## src/rtl/rev_add_lifo.sv

```systemverilog
// rev_add_lifo: WIDTH-bit reversible add/un-add unit with a LIFO history of forward results.
// Define REV_CHECK_EN to keep shadow operands per entry and raise a sticky chk_err on bad recovery.
module rev_add_lifo #(
  parameter int WIDTH       = 16,
  parameter int DEPTH       = 4,
  parameter int TURN_CYCLES = 2
) (
  input  logic                         clk,
  input  logic                         rst_n,
  input  logic                         cmd_valid,
  output logic                         cmd_ready,
  input  logic                         cmd_dir,
  input  logic [WIDTH-1:0]             cmd_a,
  input  logic [WIDTH-1:0]             cmd_b,
  input  logic                         cmd_c0,
  output logic                         rsp_valid,
  input  logic                         rsp_ready,
  output logic                         rsp_dir,
  output logic [WIDTH-1:0]             rsp_s,
  output logic                         rsp_cout,
  output logic [WIDTH-1:0]             rsp_a,
  output logic [WIDTH-1:0]             rsp_b,
  output logic                         rsp_c0,
  output logic                         rsp_z,
  output logic                         rsp_err,
  output logic                         cur_dir,
  output logic [$clog2(DEPTH+1)-1:0]   level,
  output logic                         chk_err
);
  localparam int LW = $clog2(DEPTH + 1);
  localparam int IW = (DEPTH > 1) ? $clog2(DEPTH) : 1;
  localparam int CW = $clog2(TURN_CYCLES + 1);

  typedef enum logic [1:0] {ST_RUN = 2'd0, ST_DRAIN = 2'd1, ST_TURN = 2'd2} state_t;

  function automatic logic [WIDTH:0] core_fwd(input logic [WIDTH-1:0] a, input logic [WIDTH-1:0] b,
                                               input logic c0);
    core_fwd = {1'b0, a} + {1'b0, b} + {{WIDTH{1'b0}}, c0};
  endfunction

  function automatic logic core_carry(input logic [WIDTH-1:0] a, input logic [WIDTH-1:0] b,
                                      input logic c0);
    logic [WIDTH:0] t;
    t = core_fwd(a, b, c0);
    core_carry = t[WIDTH];
  endfunction

  function automatic logic [WIDTH-1:0] core_rev_b(input logic [WIDTH-1:0] s, input logic [WIDTH-1:0] a_b,
                                                  input logic c0_b);
    core_rev_b = s - a_b - {{(WIDTH-1){1'b0}}, c0_b};
  endfunction

  state_t            state_r, state_s;
  logic [CW-1:0]     cnt_r;
  logic              cur_dir_r;
  logic [LW-1:0]     level_r;
  logic [WIDTH-1:0]  stk_s_r    [DEPTH];
  logic [WIDTH-1:0]  stk_a_r    [DEPTH];
  logic              stk_c0_r   [DEPTH];
  logic              stk_cout_r [DEPTH];
`ifdef REV_CHECK_EN
  logic [WIDTH-1:0]  stk_oa_r   [DEPTH];
  logic [WIDTH-1:0]  stk_ob_r   [DEPTH];
  logic              chk_err_r;
`endif

  logic              accept_s, full_s, empty_s, push_s, pop_s;
  logic [IW-1:0]     top_idx_s, push_idx_s;
  logic [WIDTH:0]    fwd_sum_s;
  logic [WIDTH-1:0]  pop_s_s, pop_a_s, rec_b_s;
  logic              pop_c0_s, pop_cout_s, rec_z_s;
  logic [WIDTH-1:0]  nxt_s_s, nxt_a_s, nxt_b_s;
  logic              nxt_cout_s, nxt_c0_s, nxt_z_s, nxt_err_s;

  assign cur_dir    = cur_dir_r;
  assign level      = level_r;
  assign accept_s   = cmd_valid && cmd_ready;
  assign full_s     = (level_r == LW'(DEPTH));
  assign empty_s    = (level_r == '0);
  assign push_s     = accept_s && !cmd_dir && !full_s;
  assign pop_s      = accept_s && cmd_dir && !empty_s;
  assign push_idx_s = IW'(level_r);

  // Top-of-stack pointer, pinned to entry 0 when empty so reads stay in range
  always_comb begin
    top_idx_s = '0;
    if (!empty_s) top_idx_s = IW'(level_r - LW'(1));
    else          top_idx_s = '0;
  end

  // Forward core on the command operands and reverse core on the top entry
  always_comb begin
    fwd_sum_s  = core_fwd(cmd_a, cmd_b, cmd_c0);
    pop_s_s    = stk_s_r[top_idx_s];
    pop_a_s    = stk_a_r[top_idx_s];
    pop_c0_s   = stk_c0_r[top_idx_s];
    pop_cout_s = stk_cout_r[top_idx_s];
    rec_b_s    = core_rev_b(pop_s_s, pop_a_s, pop_c0_s);
    rec_z_s    = pop_cout_s ^ core_carry(pop_a_s, rec_b_s, pop_c0_s);
  end

  // Response payload for a command accepted this cycle; error responses carry no data
  always_comb begin
    nxt_s_s = '0; nxt_a_s = '0; nxt_b_s = '0;
    nxt_cout_s = 1'b0; nxt_c0_s = 1'b0; nxt_z_s = 1'b0; nxt_err_s = 1'b0;
    if (!cmd_dir) begin
      if (full_s) begin
        nxt_err_s = 1'b1;
      end else begin
        nxt_s_s    = fwd_sum_s[WIDTH-1:0];
        nxt_cout_s = fwd_sum_s[WIDTH] ^ 1'b0;
      end
    end else begin
      if (empty_s) begin
        nxt_err_s = 1'b1;
      end else begin
        nxt_a_s  = pop_a_s;
        nxt_b_s  = rec_b_s;
        nxt_c0_s = pop_c0_s;
        nxt_z_s  = rec_z_s;
      end
    end
  end

  // FSM next state: a direction change drains the response slot, then idles TURN_CYCLES
  always_comb begin
    state_s = state_r;
    case (state_r)
      ST_RUN:   if (cmd_valid && (cmd_dir != cur_dir_r)) state_s = ST_DRAIN; else state_s = ST_RUN;
      ST_DRAIN: if (!rsp_valid) state_s = ST_TURN; else state_s = ST_DRAIN;
      ST_TURN:  if (cnt_r <= CW'(1)) state_s = ST_RUN; else state_s = ST_TURN;
      default:  state_s = ST_RUN;
    endcase
  end

  // FSM output: accept only in the enabled direction with a free response slot
  always_comb begin
    cmd_ready = 1'b0;
    if (rst_n && (state_r == ST_RUN) && (cmd_dir == cur_dir_r) && (!rsp_valid || rsp_ready)) cmd_ready = 1'b1;
    else cmd_ready = 1'b0;
  end

  // FSM state, turnaround counter and enabled direction
  always_ff @(posedge clk or negedge rst_n) begin
    if (!rst_n) begin
      state_r   <= ST_RUN;
      cnt_r     <= '0;
      cur_dir_r <= 1'b0;
    end else begin
      state_r <= state_s;
      if ((state_r == ST_DRAIN) && !rsp_valid)     cnt_r <= CW'(TURN_CYCLES);
      else if ((state_r == ST_TURN) && (cnt_r != '0)) cnt_r <= cnt_r - CW'(1);
      else                                          cnt_r <= cnt_r;
      if ((state_r == ST_TURN) && (state_s == ST_RUN)) cur_dir_r <= ~cur_dir_r;
      else                                             cur_dir_r <= cur_dir_r;
    end
  end

  // LIFO storage and occupancy
  always_ff @(posedge clk or negedge rst_n) begin
    if (!rst_n) begin
      level_r <= '0;
      for (int i = 0; i < DEPTH; i++) begin
        stk_s_r[i]    <= '0;
        stk_a_r[i]    <= '0;
        stk_c0_r[i]   <= 1'b0;
        stk_cout_r[i] <= 1'b0;
`ifdef REV_CHECK_EN
        stk_oa_r[i]   <= '0;
        stk_ob_r[i]   <= '0;
`endif
      end
    end else if (push_s) begin
      stk_s_r[push_idx_s]    <= fwd_sum_s[WIDTH-1:0];
      stk_a_r[push_idx_s]    <= cmd_a;
      stk_c0_r[push_idx_s]   <= cmd_c0;
      stk_cout_r[push_idx_s] <= fwd_sum_s[WIDTH];
`ifdef REV_CHECK_EN
      stk_oa_r[push_idx_s]   <= cmd_a;
      stk_ob_r[push_idx_s]   <= cmd_b;
`endif
      level_r <= level_r + LW'(1);
    end else if (pop_s) begin
      level_r <= level_r - LW'(1);
    end else begin
      level_r <= level_r;
    end
  end

  // Single response register, held while the consumer stalls
  always_ff @(posedge clk or negedge rst_n) begin
    if (!rst_n) begin
      rsp_valid <= 1'b0; rsp_dir <= 1'b0; rsp_s <= '0; rsp_cout <= 1'b0;
      rsp_a <= '0; rsp_b <= '0; rsp_c0 <= 1'b0; rsp_z <= 1'b0; rsp_err <= 1'b0;
    end else if (accept_s) begin
      rsp_valid <= 1'b1; rsp_dir <= cmd_dir; rsp_s <= nxt_s_s; rsp_cout <= nxt_cout_s;
      rsp_a <= nxt_a_s; rsp_b <= nxt_b_s; rsp_c0 <= nxt_c0_s; rsp_z <= nxt_z_s; rsp_err <= nxt_err_s;
    end else if (rsp_ready) begin
      rsp_valid <= 1'b0;
    end else begin
      rsp_valid <= rsp_valid;
    end
  end

`ifdef REV_CHECK_EN
  // Sticky flag when a pop fails to reproduce the original operands or leaves z set
  always_ff @(posedge clk or negedge rst_n) begin
    if (!rst_n) begin
      chk_err_r <= 1'b0;
    end else if (pop_s && ((pop_a_s != stk_oa_r[top_idx_s]) || (rec_b_s != stk_ob_r[top_idx_s]) || rec_z_s)) begin
      chk_err_r <= 1'b1;
    end else begin
      chk_err_r <= chk_err_r;
    end
  end
  assign chk_err = chk_err_r;
`else
  assign chk_err = 1'b0;
`endif

endmodule

```

## config.mk

```make
export PLATFORM = sky130hd
export DESIGN_NAME = rev_add_lifo
export DESIGN_NICKNAME = d
export VERILOG_FILES = /design/src/rtl/rev_add_lifo.sv
export SDC_FILE = /design/constraint.sdc
export NUM_CORES = 1
export LEC_CHECK = 0
export ABC_AREA = 1
export ABC_CLOCK_PERIOD_IN_PS = 8750
export BUFFER_PORTS_ARGS = -buffer_cell sky130_fd_sc_hd__buf_2
export CORE_MARGIN = 3
export CORE_UTILIZATION = 55
export CTS_BUF_LIST = sky130_fd_sc_hd__clkbuf_2
export DETAILED_ROUTE_END_ITERATION = 6
export PLACE_DENSITY = 0.72
export SLEW_MARGIN = 20
export SYNTH_ARGS = -nofsm -noshare
export SYNTH_HDL_FRONTEND = slang
export SYNTH_SLANG_ARGS = --single-unit
```

## constraint.sdc

```tcl
create_clock -name clk -period 8.75 [get_ports clk]
set_input_delay 1.75 -clock clk [delete_from_list [all_inputs] [get_ports clk]]
set_output_delay 1.75 -clock clk [all_outputs]
set_load 0.02 [all_outputs]
```

==> impl_metrics.tcl, run 1 <==
set metrics [dict create \
    worst_ep_required_time_ns 9.44 \
    dpl.cell_count 1532 \
    tritoncts_clock_tree "yes" \
    rsz0062_at_grt "false" \
    clkLatencyLatePin_ns 0.79 \
    avgRoutedWirePerCell_um 17.2 \
    io_pins 98 \
    syn_area_um2 10600 \
    netlist.top_cell.by_area "sky130_fd_sc_hd__dfrtp_1" \
    post-cts-setup-buffers 0 \
    global_route.overflow_total 0 \
    post-synth-top-count-cell "sky130_fd_sc_hd__nand2_1" \
    ys_seq_area_frac 0.468 \
    finalSetupViolCount 0 \
    cts_root_buffer "sky130_fd_sc_hd__clkbuf_2" \
    gate_count_of_the_mapped_netlist 1228 \
    floorplan.die_area_um2 20900 \
    postRouteWirelength_um 26900 \
    synth_compound_gate_area_share 0.184 \
    die_width_um 145 \
    synth_enable_flop_cells 0 \
    slowest_delay_ns 0.86 \
    worst_tran_pin_value_ns 0.989 \
    antenna_found_initial 2 \
    yosys-mux-area-fraction 0 \
    htree_levels 4 \
    dominant_combinational_cell_family_by_area_after_synthesis "compound AO/OA/AOI/OAI gates" \
    detailedPlacementHpwl_um 19200 \
    finalCritPeriodShare 0.722 \
    crit_path_start "level[0]" \
    dominantRegCellSynth "sky130_fd_sc_hd__dfrtp_1" \
    cp-endpoint "rsp_z" \
    n_fill_cell 1709 \
    area_growth_syn_to_layout_pct 7.20 \
    setup.reg_to_reg.worst_slack_ns 2.43 \
    cts_buffers 17 \
    initial_utilization 0.562 \
    synthesis.yosys.warnings 0 \
    synth.top_cell.area_share 0.468 \
    post-route-worst-setup-slack_ns 2.43 \
    setup.worst_path.end_class "flip-flop" \
    via_count_of_the_first_global_routing_pass 8023 \
    grtUsageTotal 0.263 \
    worst_r2r_startpoint "level[0]" \
    ys_async_sr_fraction 1.00 \
    clock_tree.buffer_depth 2 \
    holdBufCountCts 0 \
    grt_start_max_net_pins 83 \
    timing_worst_setup_path_type "flip-flop to flip-flop" \
    antenna_violating_nets_post_route 0 \
    synthesized_netlist_net_count 1334 \
    worst_clock_skew_ns 0.0345 \
    critical-path-slowest-cell "sky130_fd_sc_hd__inv_2" \
    yosys.area_share.adder 0.0825 \
    crit_path_start_kind "flip-flop" \
    final_net_count 1397 \
    grt_pass1_wl_um 42600 \
    hold_viol 0 \
    drc_violations_left 0 \
    finalMaxSlewViolations 0 \
    floorplan.core_area_um2 18800 \
    synth.ff_latch_count 198 \
    post_synth_xor_area_fraction 0.0254 \
    cpMostUsedCell "sky130_fd_sc_hd__nand2_1" \
    drive_above_1_share 0.134 \
    fmaxAchievable_mhz 158 \
    std_cell_rows 50 \
    accumulated_negative_setup_slack_ns 0 \
    drtPass1Iterations 5 \
    route.vias.total 8770 \
    fraction_of_the_mapped_netlist_area_in_simple_logic_gates 0.165 \
    place_congestion 0.888 \
    path_clk_slew_ns 0.27 \
    drt_iter0_markers 819 \
    max_cap_viol_count 0 \
    synth_commonest_cells "sky130_fd_sc_hd__nand2_1, sky130_fd_sc_hd__dfrtp_1, sky130_fd_sc_hd__o21ai_0" \
    outcome "finished, final reports clean" \
    port_buffers 96 \
    finalWorstPathRequiredPeriod_ns 6.32 \
    regToRegEndpoint "rsp_z" \
    reg2reg_depth 25 \
    avgSynthCellArea_um2 8.62 \
    vias_per_cell 5.60 \
    preCtsSetupSlack_ns 2.64 \
    ys_types 47 \
    numClockSinks 198 \
    finish.cell_count_without_fillers 1567 \
    post_cts.resized_instances 0 \
    crit_path_max_fanout 76 \
    critical_path_arrival_ns 7.01 \
    die_y_um 145 \
    final_util 0.602 \
    ys_top_cells_by_area "sky130_fd_sc_hd__dfrtp_1, sky130_fd_sc_hd__nand2_1, sky130_fd_sc_hd__ha_1" \
    worstHoldPathType "flip-flop to flip-flop" \
    timing.max_slew.rel_slack 0.339 \
]
==> state kept, by name, indices dropped and copies added, names as in the netlist <==
signal,count
stk_a_r,64
stk_s_r,64
rsp_a,16
rsp_b,16
rsp_s,16
stk_c0_r,4
stk_cout_r,4
level,3
cnt_r,2
state_r,2
cur_dir,1
rsp_c0,1
rsp_cout,1
rsp_dir,1
rsp_err,1
rsp_valid,1
rsp_z,1
==> cells in the final DEF, fill, tap and decap left out, types with 5 or more instances in the layout <==
cell                       netlist  final
sky130_fd_sc_hd__a21o_1          5      5
sky130_fd_sc_hd__a21oi_1        62     62
sky130_fd_sc_hd__dfrtp_1       198    198
sky130_fd_sc_hd__a211oi_1        5      5
sky130_fd_sc_hd__a22oi_1        17     17
sky130_fd_sc_hd__nand2_1       308    308
sky130_fd_sc_hd__xor2_1         16     16
sky130_fd_sc_hd__nor3_1          5      5
sky130_fd_sc_hd__o22ai_1        17     17
sky130_fd_sc_hd__xnor2_1        11     11
sky130_fd_sc_hd__buf_2          22     95
sky130_fd_sc_hd__o21ai_2         7      8
sky130_fd_sc_hd__a32o_1          8      8
sky130_fd_sc_hd__inv_1         116    116
sky130_fd_sc_hd__o21ai_0       130    130
sky130_fd_sc_hd__nand3_1        49     49
sky130_fd_sc_hd__nor2_1         36     36
sky130_fd_sc_hd__nand2_2         9      9
sky130_fd_sc_hd__ha_1           65     65
sky130_fd_sc_hd__inv_2          10     10
sky130_fd_sc_hd__o21ai_1        32     31
sky130_fd_sc_hd__clkbuf_2        0     19
sky130_fd_sc_hd__a22o_1         26     26
==> layout make-up <==
type / count / area [um^2] / share of cell area
clock inverters: 13 / 105 / 0.00927
repair buffers: 101 / 531 / 0.0468
flip-flops and latches: 198 / 4950 / 0.437
multi-input cells: 846 / 4850 / 0.427
diodes: 3 / 7.51 / 0.000662
clock buffers: 19 / 95.1 / 0.00838
well taps: 260 / 325 / 0.0287
inverters: 127 / 479 / 0.0422
==> cells by family after synthesis <==
| family | Yosys count |
|---|---|
| AND/OR/NAND/NOR | 422 |
| AO/OA/AOI/OAI | 326 |
| flip-flops | 198 |
| buffers and inverters | 184 |
| adder cells (fa/ha/maj) | 68 |
| XOR/XNOR | 29 |
| other | 1 |
==> through the flow <==
step	instance area [um^2]	hold WS (ns)
final	11300	0.502
after global routing	11300	0.539
after CTS	11300	0.512
after detailed placement	11100	0.454
after global placement	11100	0.449
after floorplan	10600	0.444
==> critical path: cells and delay by family, from the launching register on <==
family / cells / cell delay [ns]
buffers and inverters: 3 / 1.34
AOI/OAI and AO/OA: 4 / 1.17
adders and majority gates: 4 / 1.40
DFF: 1 / 0.51
and+or+nand+nor: 13 / 1.62
xor gates and xnor gates: 1 / 0.16
==> layer usage <==
layer / up-vias / wire (um) / track usage
li1: 4242 / - / -
met1: 4168 / 12500 / 0.394
met2: 322 / 11700 / 0.393
met3: 38 / 2080 / 0.0490
met4: 0 / 638 / 0.0771
met5: - / 0 / 0
==> how the worst min path moves through the flow <==
stage | cells past startpoint | end | start | slack [ns]
finish | 2 | rsp_dir | rsp_dir | 0.50
floorplan | 2 | stk_s_r[61] | stk_s_r[61] | 0.44
global route | 2 | stk_s_r[13] | stk_s_r[13] | 0.54
global placement | 2 | rsp_dir | rsp_dir | 0.45
detailed placement | 2 | rsp_dir | rsp_dir | 0.45
CTS | 2 | rsp_dir | rsp_dir | 0.51
Power of run 1 is not shown: default switching activity piles up to over one toggle a cycle in this logic, so the estimate is an artifact.
==> inputs of run 2 (changes only) <==
--- a/config.mk
+++ b/config.mk
@@ -6,13 +6,13 @@
 export NUM_CORES = 1
 export LEC_CHECK = 0
 export ABC_AREA = 1
-export ABC_CLOCK_PERIOD_IN_PS = 8750
+export ABC_CLOCK_PERIOD_IN_PS = 5800
 export BUFFER_PORTS_ARGS = -buffer_cell sky130_fd_sc_hd__buf_2
 export CORE_MARGIN = 3
 export CORE_UTILIZATION = 55
 export CTS_BUF_LIST = sky130_fd_sc_hd__clkbuf_2
 export DETAILED_ROUTE_END_ITERATION = 6
-export PLACE_DENSITY = 0.72
+export PLACE_DENSITY = 0.75
 export SLEW_MARGIN = 20
 export SYNTH_ARGS = -nofsm -noshare
 export SYNTH_HDL_FRONTEND = slang
==> constraint.sdc (replaced) <==
create_clock -name clk -period 5.8 [get_ports clk]
set_input_delay 1.16 -clock clk [delete_from_list [all_inputs] [get_ports clk]]
set_output_delay 1.16 -clock clk [all_outputs]
set_load 0.02 [all_outputs]
==> run 2 against run 1 <==
  * First-iteration DRC count is 10% lower
  * Final area up 1.1%
  * Clock skew rose by 0.0049 ns
  * Cell count is 0.45% higher
  * Die area is the same
  * Global-route usage grew 0.19 points
  * Maximum frequency is 23% higher
  * Critical endpoint unchanged
  * Largest cell class unchanged
==> impl_metrics.tcl, run 2 (synthesized netlist as in run 1, its figures left out) <==
set metrics [dict create \
    worst_tran_pin_value_ns 0.957 \
    port_buffers 96 \
    std_cell_rows 50 \
    vias_per_cell 5.66 \
    clock_tree.buffer_depth 2 \
    reg.largest.list "stk_a_r: 64 flops, stk_s_r: 64 flops" \
    rsz0062_at_grt "false" \
    via_count_of_the_first_global_routing_pass 8302 \
    final_net_count 1406 \
    antenna_violating_nets_post_route 0 \
    grtUsageTotal 0.265 \
    drtPass1Iterations 7 \
    route.vias.total 8912 \
    most-common-layout-cells "sky130_fd_sc_hd__nand2_1, sky130_fd_sc_hd__dfrtp_1, sky130_fd_sc_hd__o21ai_0" \
    avgRoutedWirePerCell_um 17.3 \
    worstHoldPathType "input port to asynchronous set/reset pin" \
    worst_clock_skew_ns 0.0395 \
    area_growth_syn_to_layout_pct 8.35 \
    initial_utilization 0.562 \
    worst_ep_required_time_ns 6.52 \
    die_y_um 145 \
    drive_above_1_share 0.142 \
    numClockSinks 198 \
    io_pins 98 \
    crit_path_start_kind "flip-flop" \
    crit_path_max_fanout 35 \
    timing.max_slew.rel_slack 0.362 \
    critical-path-slowest-cell "sky130_fd_sc_hd__dfrtp_1" \
    clkLatencyLatePin_ns 0.81 \
    worst_r2r_startpoint "level[0]" \
    global_route.overflow_total 0 \
    finalWorstPathRequiredPeriod_ns 5.12 \
    detailedPlacementHpwl_um 19700 \
    outcome "finished, final reports clean" \
    post-cts-setup-buffers 0 \
    layout_commonest_cell "sky130_fd_sc_hd__nand2_1" \
    cpMostUsedCell "sky130_fd_sc_hd__nand2_1" \
    postRouteWirelength_um 27200 \
    hold_slack_ns 0.250 \
    setup.worst_path.end_class "flip-flop" \
    floorplan.core_area_um2 18800 \
    finalCritPeriodShare 0.882 \
    cts_root_buffer "sky130_fd_sc_hd__clkbuf_2" \
    timing.critical_path.buf_inv 5 \
    timing_worst_setup_path_type "flip-flop to flip-flop" \
    grt_start_max_net_pins 79 \
    final_util 0.609 \
    critical_path_arrival_ns 5.84 \
    accumulated_negative_setup_slack_ns 0 \
    post_cts.resized_instances 0 \
    finalSetupViolCount 0 \
    antenna_found_initial 1 \
    max_cap_viol_count 0 \
    fmaxAchievable_mhz 195 \
    holdBufCountCts 0 \
    grt_pass1_wl_um 43200 \
    crit_path_start "level[0]" \
    slowest_delay_ns 0.51 \
    cts_buffers 17 \
    die_width_um 145 \
    floorplan.die_area_um2 20900 \
    htree_levels 4 \
    tritoncts_clock_tree "yes" \
    drt_iter0_markers 735 \
    drc_violations_left 0 \
    place_congestion 0.908 \
    finalMaxSlewViolations 0 \
    path_clk_slew_ns 0.30 \
    timing.critical_path.max_delay_family "compound AO/OA/AOI/OAI gates" \
    hold_viol 0 \
]
[run 2: cell count changes in the layout (fill, tap and decap cells not counted), sizes merged]
cell      previous run  this run
buf                100       109
bufinv               1         3
clkbuf              20        18
clkinv               6         8
clkinvlp             3         1
diode                3         1
[run 2: layout make-up]
type	instances	area, um^2
inverters	127	479
repair buffers	110	594
clock inverters	15	178
fillers	1693	7370
clock buffers	17	85.1
multi-input cells	846	4850
flip-flops and latches	198	4950
diodes	1	2.50
well taps	260	325
[run 2: final timing paths]
kind                          endpoint  slack (ns)  depth (start not counted)
max                              rsp_z        0.68                         25
min                           rsp_a[6]        0.25                          1
max reg2reg                      rsp_z        0.68                         25
min reg2reg                    rsp_dir        0.51                          2
max in group asynchronous  stk_a_r[35]        4.21                          2
min in group clk               rsp_dir        0.51                          2
[run 2: stage by stage]
stage	area, um^2	cells	setup slack (ns)
CTS	11500	1573	0.751
global route	11500	1574	0.180
finish	11500	1574	0.683
detailed placement	11200	1541	0.793
global placement	11200	1541	0.980
floorplan	10600	1228	0.694
[run 2: layer usage]
| metal | global-route usage | wire length (um) | part of all wire |
|---|---|---|---|
| met5 | 0 | 0 | 0 |
| met4 | 0.0879 | 724 | 0.027 |
| met3 | 0.0598 | 1970 | 0.073 |
| met2 | 0.394 | 12100 | 0.44 |
| met1 | 0.387 | 12400 | 0.46 |
Power of run 2 is left out for the same reason.
